==> config.mk <==
export PLATFORM = sky130hd
export DESIGN_NAME = serial_bus_arbiter_rr
export DESIGN_NICKNAME = d
export VERILOG_FILES = /design/src/rtl/serial_bus_arbiter_rr.sv
export SDC_FILE = /design/constraint.sdc
export NUM_CORES = 1
export LEC_CHECK = 0
export CORE_ASPECT_RATIO = 1.4
export CORE_UTILIZATION = 26
export CTS_CLUSTER_SIZE = 30
export DETAILED_ROUTE_END_ITERATION = 10
export SKIP_CTS_REPAIR_TIMING = 1
export SYNTH_ARGS = -nofsm -noshare
export SYNTH_HDL_FRONTEND = slang
export SYNTH_SLANG_ARGS = --single-unit
==> constraint.sdc <==
create_clock -name clk -period 2.2 [get_ports clk]
set_clock_uncertainty 0.05 [all_clocks]
set_input_delay 0.44 -clock clk [delete_from_list [all_inputs] [get_ports clk]]
set_output_delay 0.44 -clock clk [all_outputs]
set_load 0.05 [all_outputs]
==> src/rtl/serial_bus_arbiter_rr.sv <==
// serial_bus_arbiter_rr
// Round-robin arbiter for the 1-bit serial system bus. It grants one master at
// a time. It consumes the first SEL_BITS serial address bits as a slave select
// prefix. Unmapped prefixes are NACKed. Once the selected slave is ready, the
// rest of the transaction is routed combinationally between the granted master
// and the selected slave. A ROUTE transaction with no activity for TIMEOUT
// cycles is force-released.
// Ports:
//   clk, rstn                          clock, synchronous active-low reset
//   m_req/m_mode/m_wr_bus/
//   m_master_valid/m_master_ready      per-master inputs
//   m_grant/m_ack                      registered per-master grant / ack pulse
//   m_rd_bus/m_slave_ready/
//   m_slave_valid                      routed slave responses (combinational)
//   s_mode/s_wr_bus/s_master_valid/
//   s_master_ready                     routed master signals (combinational)
//   s_rd_bus/s_slave_ready/
//   s_slave_valid                      per-slave responses
//   grant_id                           index of the granted master
//   timeout_err, nack_err              one-cycle error pulses
module serial_bus_arbiter_rr #(
  parameter int unsigned NUM_MASTERS = 2,
  parameter int unsigned NUM_SLAVES  = 4,
  parameter int unsigned SEL_BITS    = 4,
  parameter int unsigned TIMEOUT     = 255
) (
  input  logic                   clk,
  input  logic                   rstn,
  input  logic [NUM_MASTERS-1:0] m_req,
  output logic [NUM_MASTERS-1:0] m_grant,
  input  logic [NUM_MASTERS-1:0] m_mode,
  input  logic [NUM_MASTERS-1:0] m_wr_bus,
  input  logic [NUM_MASTERS-1:0] m_master_valid,
  input  logic [NUM_MASTERS-1:0] m_master_ready,
  output logic [NUM_MASTERS-1:0] m_rd_bus,
  output logic [NUM_MASTERS-1:0] m_slave_ready,
  output logic [NUM_MASTERS-1:0] m_slave_valid,
  output logic [NUM_MASTERS-1:0] m_ack,
  output logic [NUM_SLAVES-1:0]  s_mode,
  output logic [NUM_SLAVES-1:0]  s_wr_bus,
  output logic [NUM_SLAVES-1:0]  s_master_valid,
  output logic [NUM_SLAVES-1:0]  s_master_ready,
  input  logic [NUM_SLAVES-1:0]  s_rd_bus,
  input  logic [NUM_SLAVES-1:0]  s_slave_ready,
  input  logic [NUM_SLAVES-1:0]  s_slave_valid,
  output logic [((NUM_MASTERS > 1) ? $clog2(NUM_MASTERS) : 1)-1:0] grant_id,
  output logic                   timeout_err,
  output logic                   nack_err
);

  localparam int unsigned GID_W  = (NUM_MASTERS > 1) ? $clog2(NUM_MASTERS) : 1;
  localparam int unsigned SEL_W  = (NUM_SLAVES > 1) ? $clog2(NUM_SLAVES) : 1;
  localparam int unsigned PCNT_W = $clog2(SEL_BITS + 1);
  localparam int unsigned TCNT_W = $clog2(TIMEOUT + 1);
  localparam logic [SEL_BITS:0] NS_LIM = (SEL_BITS + 1)'(NUM_SLAVES);

  typedef enum logic [2:0] {S_IDLE, S_CAPTURE, S_ACK, S_ROUTE, S_NACK} state_t;

  state_t                   r_state, w_state_next;
  logic [NUM_MASTERS-1:0]   r_grant, r_m_ack;
  logic [GID_W-1:0]         r_gid, r_last, w_arb_idx;
  logic [SEL_W-1:0]         r_sel;
  logic [SEL_BITS-1:0]      r_prefix, w_prefix_next;
  logic [PCNT_W-1:0]        r_pcnt;
  logic [TCNT_W-1:0]        r_inact;
  logic                     r_timeout_err, r_nack_err;
  logic                     w_arb_found, w_release, w_last_bit, w_prefix_ok;
  logic                     w_idle_cyc, w_timeout, w_ack_fire, w_ack_done;

  // Round-robin search starting one past the last owner
  always_comb begin
    int unsigned idx;
    w_arb_found = 1'b0;
    w_arb_idx   = '0;
    for (int unsigned i = 0; i < NUM_MASTERS; i++) begin
      idx = (32'(r_last) + 32'd1 + i) % NUM_MASTERS;
      if (!w_arb_found && m_req[GID_W'(idx)]) begin
        w_arb_found = 1'b1;
        w_arb_idx   = GID_W'(idx);
      end
    end
  end

  assign w_release     = (r_state != S_IDLE) && !m_req[r_gid];
  assign w_prefix_next = SEL_BITS'({r_prefix, m_wr_bus[r_gid]});
  assign w_prefix_ok   = {1'b0, w_prefix_next} < NS_LIM;
  assign w_last_bit    = (r_state == S_CAPTURE) && m_master_valid[r_gid] &&
                         (r_pcnt == PCNT_W'(SEL_BITS - 1));
  assign w_idle_cyc    = !m_master_valid[r_gid] && !s_slave_valid[r_sel];
  assign w_timeout     = (r_state == S_ROUTE) && !w_release && w_idle_cyc &&
                         (r_inact == TCNT_W'(TIMEOUT - 1));
  assign w_ack_done    = |r_m_ack;
  // Ack pulses once; ROUTE starts the cycle after the pulse
  assign w_ack_fire    = (r_state == S_ACK) && !w_ack_done && !w_release &&
                         s_slave_ready[r_sel];

  // State register
  always_ff @(posedge clk) begin
    if (!rstn) r_state <= S_IDLE;
    else       r_state <= w_state_next;
  end

  // Next-state logic; owner release overrides every other transition
  always_comb begin
    w_state_next = r_state;
    case (r_state)
      S_IDLE:    if (w_arb_found) w_state_next = S_CAPTURE;
      S_CAPTURE: if (w_last_bit)  w_state_next = w_prefix_ok ? S_ACK : S_NACK;
      S_ACK:     if (w_ack_done)  w_state_next = S_ROUTE;
      S_ROUTE:   if (w_timeout)   w_state_next = S_IDLE;
      S_NACK:    w_state_next = S_NACK;
      default:   w_state_next = S_IDLE;
    endcase
    if (w_release) w_state_next = S_IDLE;
  end

  // Grant, prefix, select, inactivity and pulse registers
  always_ff @(posedge clk) begin
    if (!rstn) begin
      r_grant       <= '0;
      r_m_ack       <= '0;
      r_gid         <= '0;
      r_last        <= GID_W'(NUM_MASTERS - 1);
      r_sel         <= '0;
      r_prefix      <= '0;
      r_pcnt        <= '0;
      r_inact       <= '0;
      r_timeout_err <= 1'b0;
      r_nack_err    <= 1'b0;
    end else begin
      r_m_ack       <= w_ack_fire ? r_grant : '0;
      r_nack_err    <= (r_state == S_CAPTURE) && (w_state_next == S_NACK);
      r_timeout_err <= w_timeout;
      if (r_state == S_IDLE) begin
        if (w_arb_found) begin
          r_grant  <= NUM_MASTERS'(1) << w_arb_idx;
          r_gid    <= w_arb_idx;
          r_prefix <= '0;
          r_pcnt   <= '0;
          r_inact  <= '0;
        end
      end else if (w_state_next == S_IDLE) begin
        r_grant <= '0;
        r_last  <= r_gid;
        r_inact <= '0;
      end else begin
        if ((r_state == S_CAPTURE) && m_master_valid[r_gid]) begin
          r_prefix <= w_prefix_next;
          r_pcnt   <= r_pcnt + PCNT_W'(1);
          if (w_last_bit) r_sel <= SEL_W'(w_prefix_next);
        end
        if (r_state == S_ROUTE)
          r_inact <= w_idle_cyc ? r_inact + TCNT_W'(1) : '0;
      end
    end
  end

  // Combinational routing between owner and selected slave while in ROUTE
  always_comb begin
    m_rd_bus       = '0;
    m_slave_ready  = '0;
    m_slave_valid  = '0;
    s_mode         = '0;
    s_wr_bus       = '0;
    s_master_valid = '0;
    s_master_ready = '0;
    if (r_state == S_ROUTE) begin
      s_mode[r_sel]         = m_mode[r_gid];
      s_wr_bus[r_sel]       = m_wr_bus[r_gid];
      s_master_valid[r_sel] = m_master_valid[r_gid];
      s_master_ready[r_sel] = m_master_ready[r_gid];
      m_rd_bus[r_gid]       = s_rd_bus[r_sel];
      m_slave_ready[r_gid]  = s_slave_ready[r_sel];
      m_slave_valid[r_gid]  = s_slave_valid[r_sel];
    end
  end

  assign m_grant     = r_grant;
  assign m_ack       = r_m_ack;
  assign grant_id    = r_gid;
  assign timeout_err = r_timeout_err;
  assign nack_err    = r_nack_err;

endmodule

==> qor.txt, run 1 <==
Layout cell share with drive strength beyond 1 -> 33.6%
Drc violations -> 0
Routed Antenna Nets -> 0
Max Slew Vio Count -> 0
Multi-input logic area -> 1160 um^2
Die X -> 69.6 um
Wirelength per Cell -> 13.6 um
CTS tree -> yes
# setup viols final -> 0
Global Route Usage Sum -> 13.8%
Mapped Cells -> 203
Ports -> 53
Synthesized area per cell -> 8.19 um^2
Pre-CTS setup slack -> -0.179 ns
Dpl hpwl -> 3.73 mm
Crit path kind -> in2out
Placed instance area -> 2520 um^2
Worst hold path cell count -> 2
Synth Flop Type -> dfxtp_1
Worst Hold Class -> reg2reg
Critical Path AT -> 1.68 ns
Min setup slack post-route -> 0.0346 ns
First-pass GRT wire length -> 7.50 mm
Aggregate global routing overflow -> 0
Required @ worst endpoint -> 1.71 ns
Worst Setup SP -> s_slave_ready[3]
Maximum vdd drop -> 0.159 mV
RR Startpoint -> r_sel[0]
Critical path peak fanout -> 3
Area overhead of the layout relative to synthesis -> 59.1%
R2R depth -> 5
Final wirelength -> 4.68 mm
Mapped Nets -> 231
Die Y -> 96.6 um
Worst Setup End Kind -> output pin
DRT Pass-1 Iters -> 5
# diodes -> 0
H-tree levels -> 1
Net count, final -> 300
Startpoint Class -> input port
Largest net degree at the start of global routing -> 19
TritonCTS buffer count -> 3
Slew HR -> 66.9%
Reg area -> 543 um^2
DRT iter0 DRCs -> 39
Hold Vio Cnt, Final -> 0
Warnings from Yosys -> 0
Async S/R FF share, synth -> 0%
Post-synth EDFFs -> 0
Vias in the first global route -> 1,578
Worst R2R End -> r_inact[7]
RD Place Congestion -> 0.792
Die ar. -> 6720 um^2
Post-Syn Area -> 1660 um^2
Post-synthesis sequential area ratio -> 32.5%
Worst-path clk slew -> 0.09 ns
Vias per cell -> 5.00
P_leak -> 0.962 nW
Fmax -> 462 MHz
Cell Rows -> 34
Clock Sinks -> 27
Core area -> 6210 um^2
Initial antenna violation count -> 0
Initial core utilization -> 26.8%
Clk_lat worst skew -> 0.27 ns
Worst slew pin tran -> 0.486 ns
Tmin final -> 2.17 ns
Final instance area -> 2650 um^2
Tcrit/Tclk final -> 98.4%
Distinct cells, synth -> 45
Critical path endpoint -> m_slave_ready[1]
Root Driver -> clkbuf_8
Filler instances -> 605
Status -> finished, final reports clean
Longest Clk Path Bufs -> 2
Cell Pwr Density -> 398 nW/um^2
Port buffer count -> 52
Reg2Reg Setup Slack -> 0.17 ns
Yosys reg bits -> 27
Max-cap violations -> 0
Via Count -> 1,714
## metal layers
metal / track usage, % / share of wire, %
met5: 0 / 0
met4: 4.24 / 1.0
met3: 2.60 / 6.0
met2: 24.9 / 52
met1: 16.1 / 41
## Yosys cell counts (2+ instances only)
cell	number	share of area [%]
nor2_1	24	5.4
nor3_1	4	1.2
or2_2	2	0.75
mux4_2	3	4.1
nor2b_1	3	1.1
nand2_1	20	4.5
o21ai_0	13	3.9
mux2_2	2	1.4
o311ai_1	4	2.1
nand3_1	18	5.4
inv_1	9	2.0
buf_2	2	0.60
nand4_1	3	1.1
mux2i_1	7	4.2
a21oi_1	3	0.90
a31oi_1	3	1.1
and3_1	6	2.3
and2_1	6	2.3
ha_1	4	3.0
clkbuf_1	8	1.8
dfxtp_1	27	33
nor4_1	3	1.1
nor3b_1	4	1.8
or3_1	4	1.5
## how the worst min path moves through the flow
| stage | to | slack [ns] | startpoint |
|---|---|---|---|
| CTS | m_ack[1] | 0.41 | m_grant[1] |
| global placement | m_ack[1] | 0.39 | m_grant[1] |
| finish | m_ack[1] | 0.41 | m_grant[1] |
| detailed placement | m_ack[1] | 0.40 | m_grant[1] |
| global route | m_ack[0] | 0.43 | m_grant[0] |
| floorplan | r_last | 0.41 | r_last |
## report_power, final
| part | internal (W) | switching, W |
|---|---|---|
| Clock | 0.000130 | 0.000154 |
| Sequential | 0.000500 | 0.0000138 |
| Combinational | 0.000124 | 0.000130 |
| Total | 0.000754 | 0.000298 |
## placed cells by master (no fill, tap or decap), types with 2 or more instances in the layout
| cell | n |
|---|---|
| nor4_1 | 3 |
| mux2i_2 | 3 |
| and2_1 | 6 |
| o21ai_0 | 13 |
| ha_1 | 4 |
| or2_2 | 2 |
| dfxtp_2 | 2 |
| nor2_1 | 10 |
| inv_1 | 9 |
| nor2b_1 | 3 |
| mux2_2 | 2 |
| clkdlybuf4s50_1 | 28 |
| nand3_2 | 2 |
| a21oi_1 | 3 |
| and3_1 | 4 |
| a31oi_1 | 3 |
| buf_12 | 9 |
| clkbuf_8 | 3 |
| nor3b_1 | 2 |
| and3_4 | 2 |
| nand4_1 | 3 |
| dfxtp_1 | 25 |
| nor2_2 | 8 |
| nor2_4 | 6 |
| buf_6 | 6 |
| or3_1 | 2 |
| o311ai_1 | 4 |
| mux4_2 | 3 |
| mux2i_1 | 4 |
| or3_4 | 3 |
| nor3_1 | 4 |
| nand3_1 | 16 |
| nand2_1 | 20 |
| buf_4 | 31 |
## logic make-up after synthesis
kind of cell             share of synthesized area [%]
buffers and inverters                             5.12
XOR/XNOR                                         0.527
adder cells (fa/ha/maj)                           3.61
AO/OA/AOI/OAI                                     15.7
AND/OR/NAND/NOR                                   32.9
flip-flops                                        32.5
multiplexers                                      9.63
## final cells by class
| class | instances | area share, % |
|---|---|---|
| sequential | 27 | 20.5 |
| inverter | 9 | 1.28 |
| timing repair buffer | 75 | 29.2 |
| tap | 72 | 3.41 |
| multi-input combinational | 156 | 43.9 |
| clock buffer | 4 | 1.70 |
## critical path, cell delays in order
cell and delay [ns]:
clkdlybuf4s50_1 0.39, mux4_2 0.49, and3_1 0.21, buf_6 0.15
## metrics by stage
step                      cells  total power (W)    TNS [ns]  util (%)  hold slack (ns)
final                       343          0.00105           0      42.6            0.411
after CTS                   342          0.00106      -0.592      41.3            0.411
after global placement      338         0.000774      -0.855      40.5            0.394
after global routing        343          0.00110  -0.0000603      42.6            0.432
after floorplan             203         0.000658       -1.07         -            0.415
after detailed placement    338         0.000777       -1.04      40.5            0.398
## state kept, by name, summed over array words and instances, names as in the netlist
register	flops
grant_id	1
m_grant	2
r_inact	8
timeout_err	1
r_sel	2
r_last	1
r_prefix	3
nack_err	1
m_ack	2
r_pcnt	3
r_state	3
(Power assumes the default switching activity.)
==> inputs of run 2 (changes only) <==
Settings changed: CORE_MARGIN from default to 5.
==> run 2 against run 1 <==
Sequential power about the same. Utilization increased by 0.46 points. Non-clock buffer count increased by 3. Count of clock-buffer cells in the layout decreased by 1. Critical path depth unchanged. Combinational power about the same. Sequential share of layout area about the same. Final cell count increased by 0.87%. Cell area increased by 1.1%. Worst hold slack got worse by 0.0055 ns. Highest routed layer unchanged. Largest cell class unchanged. Largest power group unchanged. Fmax decreased by 0.39%.
==> qor.txt, run 2 (synthesis results as in run 1) <==
First-pass GRT wire length -> 8.28 mm (was 7.50 mm)
R2R depth -> 5 (unchanged)
Crit path kind -> in2out (unchanged)
Worst Setup End Kind -> output pin (unchanged)
Tmin final -> 2.17 ns (about the same)
Met1 WL -> 2.07 mm (was 1.92 mm)
Critical Path AT -> 1.68 ns (about the same)
Routed Antenna Nets -> 0 (unchanged)
Worst slew pin tran -> 0.505 ns (was 0.486 ns)
DR top layer -> met4 (unchanged)
H-tree levels -> 1 (unchanged)
Wirelength per Cell -> 14.6 um (was 13.6 um)
Clk_lat worst skew -> 0.27 ns (about the same)
Maximum vdd drop -> 0.198 mV (was 0.159 mV)
Dpl hpwl -> 4.08 mm (was 3.73 mm)
Hold Vio Cnt, Final -> 0 (unchanged)
CTS tree -> yes (unchanged)
Ports -> 53 (unchanged)
Max-cap violations -> 0 (unchanged)
Worst-path clk slew -> 0.10 ns (was 0.09 ns)
RD Place Congestion -> 0.846 (was 0.792)
Die X -> 77.6 um (was 69.6 um)
Vias per cell -> 5.01 (was 5.00)
Final wirelength -> 5.06 mm (was 4.68 mm)
Worst hold path cell count -> 2 (unchanged)
Max reg flops -> 8 (unchanged)
Vias in the first global route -> 1,661 (was 1,578)
P_leak -> 1.01 nW (was 0.962 nW)
DRT iter0 DRCs -> 72 (was 39)
# setup viols final -> 0 (unchanged)
WHS -> 0.405 ns (was 0.411 ns)
Via Count -> 1,733 (was 1,714)
Power, Total -> 0.00106 W (was 0.00105 W)
Drc violations -> 0 (unchanged)
Critical path peak fanout -> 3 (unchanged)
Fmax -> 460 MHz (was 462 MHz)
Cell Pwr Density -> 396 nW/um^2 (was 398 nW/um^2)
Root Driver -> clkbuf_8 (unchanged)
Slew HR -> 65.7% (was 66.9%)
Initial antenna violation count -> 0 (unchanged)
Aggregate global routing overflow -> 0 (unchanged)
Clock Sinks -> 27 (unchanged)
Cell Rows -> 34 (unchanged)
Area overhead of the layout relative to synthesis -> 60.8% (was 59.1%)
Longest Clk Path Bufs -> 2 (unchanged)
Setup TNS -> 0 ns (unchanged)
Most common cell after layout, fill and taps aside -> buf_4 (unchanged)
Top reg by flops -> r_inact (unchanged)
Initial core utilization -> 26.8% (unchanged)
Global Route Usage Sum -> 12.3% (was 13.8%)
TritonCTS buffer count -> 3 (unchanged)
Max Slew Vio Count -> 0 (unchanged)
Die ar. -> 8120 um^2 (was 6720 um^2)
Layout cell share with drive strength beyond 1 -> 34.3% (was 33.6%)
Filler instances -> 626 (was 605)
WL met2 -> 2.59 mm (was 2.43 mm)
Worst Hold Class -> reg2reg (unchanged)
Required @ worst endpoint -> 1.71 ns (about the same)
DRT Pass-1 Iters -> 4 (was 5)
Die Y -> 105 um (was 96.6 um)
Net count, final -> 303 (was 300)
Largest net degree at the start of global routing -> 19 (unchanged)
Startpoint Class -> input port (unchanged)
Routed met3 length -> 310 um (was 280 um)
# diodes -> 0 (unchanged)
Status -> finished, final reports clean (unchanged)
Most frequent cells in the layout -> buf_4 (34), clkdlybuf4s50_1 (25), dfxtp_1 (24) (was buf_4 (31), clkdlybuf4s50_1 (28), dfxtp_1 (25))
Tcrit/Tclk final -> 98.8% (was 98.4%)
Core area -> 6210 um^2 (unchanged)
Port buffer count -> 52 (unchanged)
run 2: cell count changes in the layout (fill, tap and decap cells not counted), moves of 2 or more:
cell	change
dlymetal6s2s_1	+3
clkdlybuf4s50_1	-3
dfxtp_4	+2
buf_4	+3
run 2: worst paths after layout:
path | start | to | slack [ns]
worst max register to register | r_state[2] | r_inact[6] | 0.16
worst min-delay path | m_grant[0] | m_ack[0] | 0.41
worst min register to register | m_grant[0] | m_ack[0] | 0.41
worst max-delay path | s_slave_ready[3] | m_slave_ready[1] | 0.03
run 2: layout make-up:
type | count | area [um^2] | share of cell area (%)
Inverter | 9 | 33.8 | 1.26
Timing Repair Buffer | 78 | 803 | 30.0
Clock inverter | 1 | 7.51 | 0.281
Clock buffer | 3 | 41.3 | 1.54
Tap cell | 72 | 90.1 | 3.37
Multi-Input combinational cell | 156 | 1150 | 43.0
Sequential cell | 27 | 549 | 20.5
run 2: metal layers:
| metal | GRT usage [%] | vias up |
|---|---|---|
| met4 | 4.05 | 0 |
| met5 | 0 | - |
| met3 | 3.01 | 6 |
| met1 | 14.0 | 795 |
| li1 | - | 870 |
| met2 | 21.9 | 62 |
run 2: stage by stage:
step	setup slack, ns	utilization [%]	std cells	cell area [um^2]
6_report	0.0261	43.1	346	2670
4_1_cts	-0.125	41.6	344	2580
5_1_grt	-0.00418	43.1	346	2670
2_1_floorplan	-0.313	-	203	1740
3_3_place_gp	-0.127	40.8	340	2530
3_5_place_dp	-0.195	40.8	340	2530
run 2: worst max-delay path, cell delays in order:
cell	delay [ns]
clkdlybuf4s50_1	0.39
mux4_2	0.50
and3_4	0.20
buf_6	0.14
run 2: power by group:
group          leakage [nW]  switching (W)  total [W]  internal (W)
Clock                0.0217       0.000163   0.000291      0.000129
Sequential            0.221      0.0000163   0.000514      0.000498
Combinational         0.764       0.000129   0.000254      0.000125
==> inputs of run 3 (changes only) <==
Settings changed: SKIP_CTS_REPAIR_TIMING 1 to default.
==> run 3 against run 2 <==
Routed wire length shrank 1.1%. Fmax grew 0.32%. Final cell count shrank 0.29%. Clock power is essentially flat. Register-to-register slack gained 0.02 ns. Count of clock-buffer cells in the layout is the same. Sequential share of layout area grew 0.32 points. Sequential power is essentially flat. Die area is the same. Critical path type unchanged. Largest cell class unchanged.
==> qor.txt, run 3 (synthesis results as in run 1) <==
Tmin final -> 2.17 ns (about the same)
Internal power -> 0.000749 W (was 0.000752 W)
Worst slew pin tran -> 0.507 ns (was 0.505 ns)
Max reg flops -> 8 (unchanged)
Hold Vio Cnt, Final -> 0 (unchanged)
Placed cells -> 340 (unchanged)
Slew HR -> 65.5% (was 65.7%)
Clock Sinks -> 27 (unchanged)
Required @ worst endpoint -> 1.71 ns (about the same)
Tcrit/Tclk final -> 98.5% (was 98.8%)
Critical path peak fanout -> 3 (unchanged)
Fmax -> 461 MHz (was 460 MHz)
Layout cell share with drive strength beyond 1 -> 33.7% (was 34.3%)
Clock Power Share -> 27.6% (was 27.5%)
Critical Path AT -> 1.68 ns (about the same)
P_leak -> 0.966 nW (was 1.01 nW)
Filler instances -> 631 (was 626)
Most common cell after layout, fill and taps aside -> buf_4 (unchanged)
Cell Pwr Density -> 401 nW/um^2 (was 396 nW/um^2)
TritonCTS buffer count -> 3 (unchanged)
Via Count -> 1,710 (was 1,733)
Initial core utilization -> 26.8% (unchanged)
Initial antenna violation count -> 0 (unchanged)
Die ar. -> 8120 um^2 (unchanged)
Vias per cell -> 4.96 (was 5.01)
Ports -> 53 (unchanged)
Drc violations -> 0 (unchanged)
Port buffer count -> 52 (unchanged)
First-pass GRT wire length -> 8.30 mm (was 8.28 mm)
DRT iter0 DRCs -> 69 (was 72)
Die X -> 77.6 um (unchanged)
Die Y -> 105 um (unchanged)
Longest Clk Path Bufs -> 2 (unchanged)
Cell Rows -> 34 (unchanged)
Vias in the first global route -> 1,674 (was 1,661)
Worst-path clk slew -> 0.10 ns (about the same)
Logic pwr share -> 23.6% (was 24.0%)
Core area -> 6210 um^2 (unchanged)
Status -> finished, final reports clean (unchanged)
Largest net degree at the start of global routing -> 19 (unchanged)
Wirelength per Cell -> 14.5 um (was 14.6 um)
Routed Antenna Nets -> 0 (unchanged)
DRT Pass-1 Iters -> 4 (unchanged)
Root Driver -> clkbuf_8 (unchanged)
Startpoint Class -> input port (unchanged)
Seq pwr share -> 48.8% (was 48.6%)
Final wirelength -> 5.01 mm (was 5.06 mm)
# setup viols final -> 0 (unchanged)
Most frequent cells in the layout -> buf_4 (35), clkdlybuf4s50_1 (25), dfxtp_1 (24) (was buf_4 (34), clkdlybuf4s50_1 (25), dfxtp_1 (24))
Maximum vdd drop -> 0.198 mV (about the same)
RD Place Congestion -> 0.846 (unchanged)
Final Non-Filler Cells -> 345 (was 346)
H-tree levels -> 1 (unchanged)
Hold-fix buffers, CTS -> 0
Aggregate global routing overflow -> 0 (unchanged)
Crit path kind -> in2out (unchanged)
CTS tree -> yes (unchanged)
Dpl hpwl -> 4.08 mm (unchanged)
Max-cap violations -> 0 (unchanged)
Top reg by flops -> r_inact (unchanged)
Area overhead of the layout relative to synthesis -> 58.3% (was 60.8%)
Switch Pwr -> 0.000306 W (was 0.000308 W)
Max Slew Vio Count -> 0 (unchanged)
Clk_lat worst skew -> 0.27 ns (about the same)
Global Route Usage Sum -> 12.3% (about the same)
Net count, final -> 302 (was 303)
Setup TNS -> 0 ns (unchanged)
# diodes -> 0 (unchanged)
Worst Setup End Kind -> output pin (unchanged)
Net Sw Frac -> 29.0% (about the same)
Worst Hold Class -> reg2reg (unchanged)
[run 3: changes by cell type in the layout (fill, tap and decap cells not counted), sizes merged]
cell	previous run	this run
dlygate4sd2	0	4
dlymetal6s2s	4	0
buf	49	48
[run 3: power by group through the flow]
stage,clock network (W),logic [W],registers (W)
after detailed placement,0,0.000252,0.000527
after global routing,0.000322,0.000269,0.000517
after CTS,0.000307,0.000253,0.000515
final,0.000291,0.000249,0.000515
after global placement,0,0.000250,0.000527
after floorplan,0,0.000123,0.000535
[run 3: path summary, 6_finish.rpt]
kind	startpoint	endpoint	slack, ns	cells after the start
min reg2reg	m_grant[0]	m_ack[0]	0.40	2
min	m_grant[0]	m_ack[0]	0.40	2
max reg2reg	r_state[2]	r_inact[6]	0.18	5
max	s_slave_ready[3]	m_slave_ready[0]	0.03	4
[run 3: layer usage]
layer  global-route usage, %  up-vias  wire length, um
met2                    22.0       56             2540
met3                    3.01        6              330
met5                       0        -                0
met4                    4.05        0               91
met1                    14.0      782             2050
li1                        -      866                -
[run 3: area by class of cell]
| cell class | count | area, um^2 | share of cell area, % |
|---|---|---|---|
| clock inverter | 1 | 7.51 | 0.285 |
| multi-input combinational | 156 | 1140 | 43.2 |
| sequential | 27 | 549 | 20.9 |
| timing repair buffer | 77 | 773 | 29.4 |
| tap | 72 | 90.1 | 3.42 |
| clock buffer | 3 | 41.3 | 1.57 |
| inverter | 9 | 33.8 | 1.28 |
[run 3: stage by stage]
stage               instance area, um^2  hold WS [ns]  total power, W  util (%)  worst slack, ns
CTS                                2610         0.414         0.00108      42.1          0.00719
global route                       2630         0.439         0.00111      42.4         -0.00418
detailed placement                 2530         0.397        0.000780      40.8           -0.195
global placement                   2530         0.383        0.000777      40.8           -0.127
finish                             2630         0.404         0.00106      42.4           0.0331
floorplan                          1740         0.415        0.000658         -           -0.313
[run 3: worst max-delay path: stages]
cell             delay, ns
clkdlybuf4s50_1       0.39
mux4_2                0.51
nor3b_2               0.18
buf_6                 0.15
[run 3: timing repair]
action	in CTS	in global routing
setup endpoints to repair	17	19
pin swaps	0	1
setup buffers	1	1
gates resized for setup	12	7
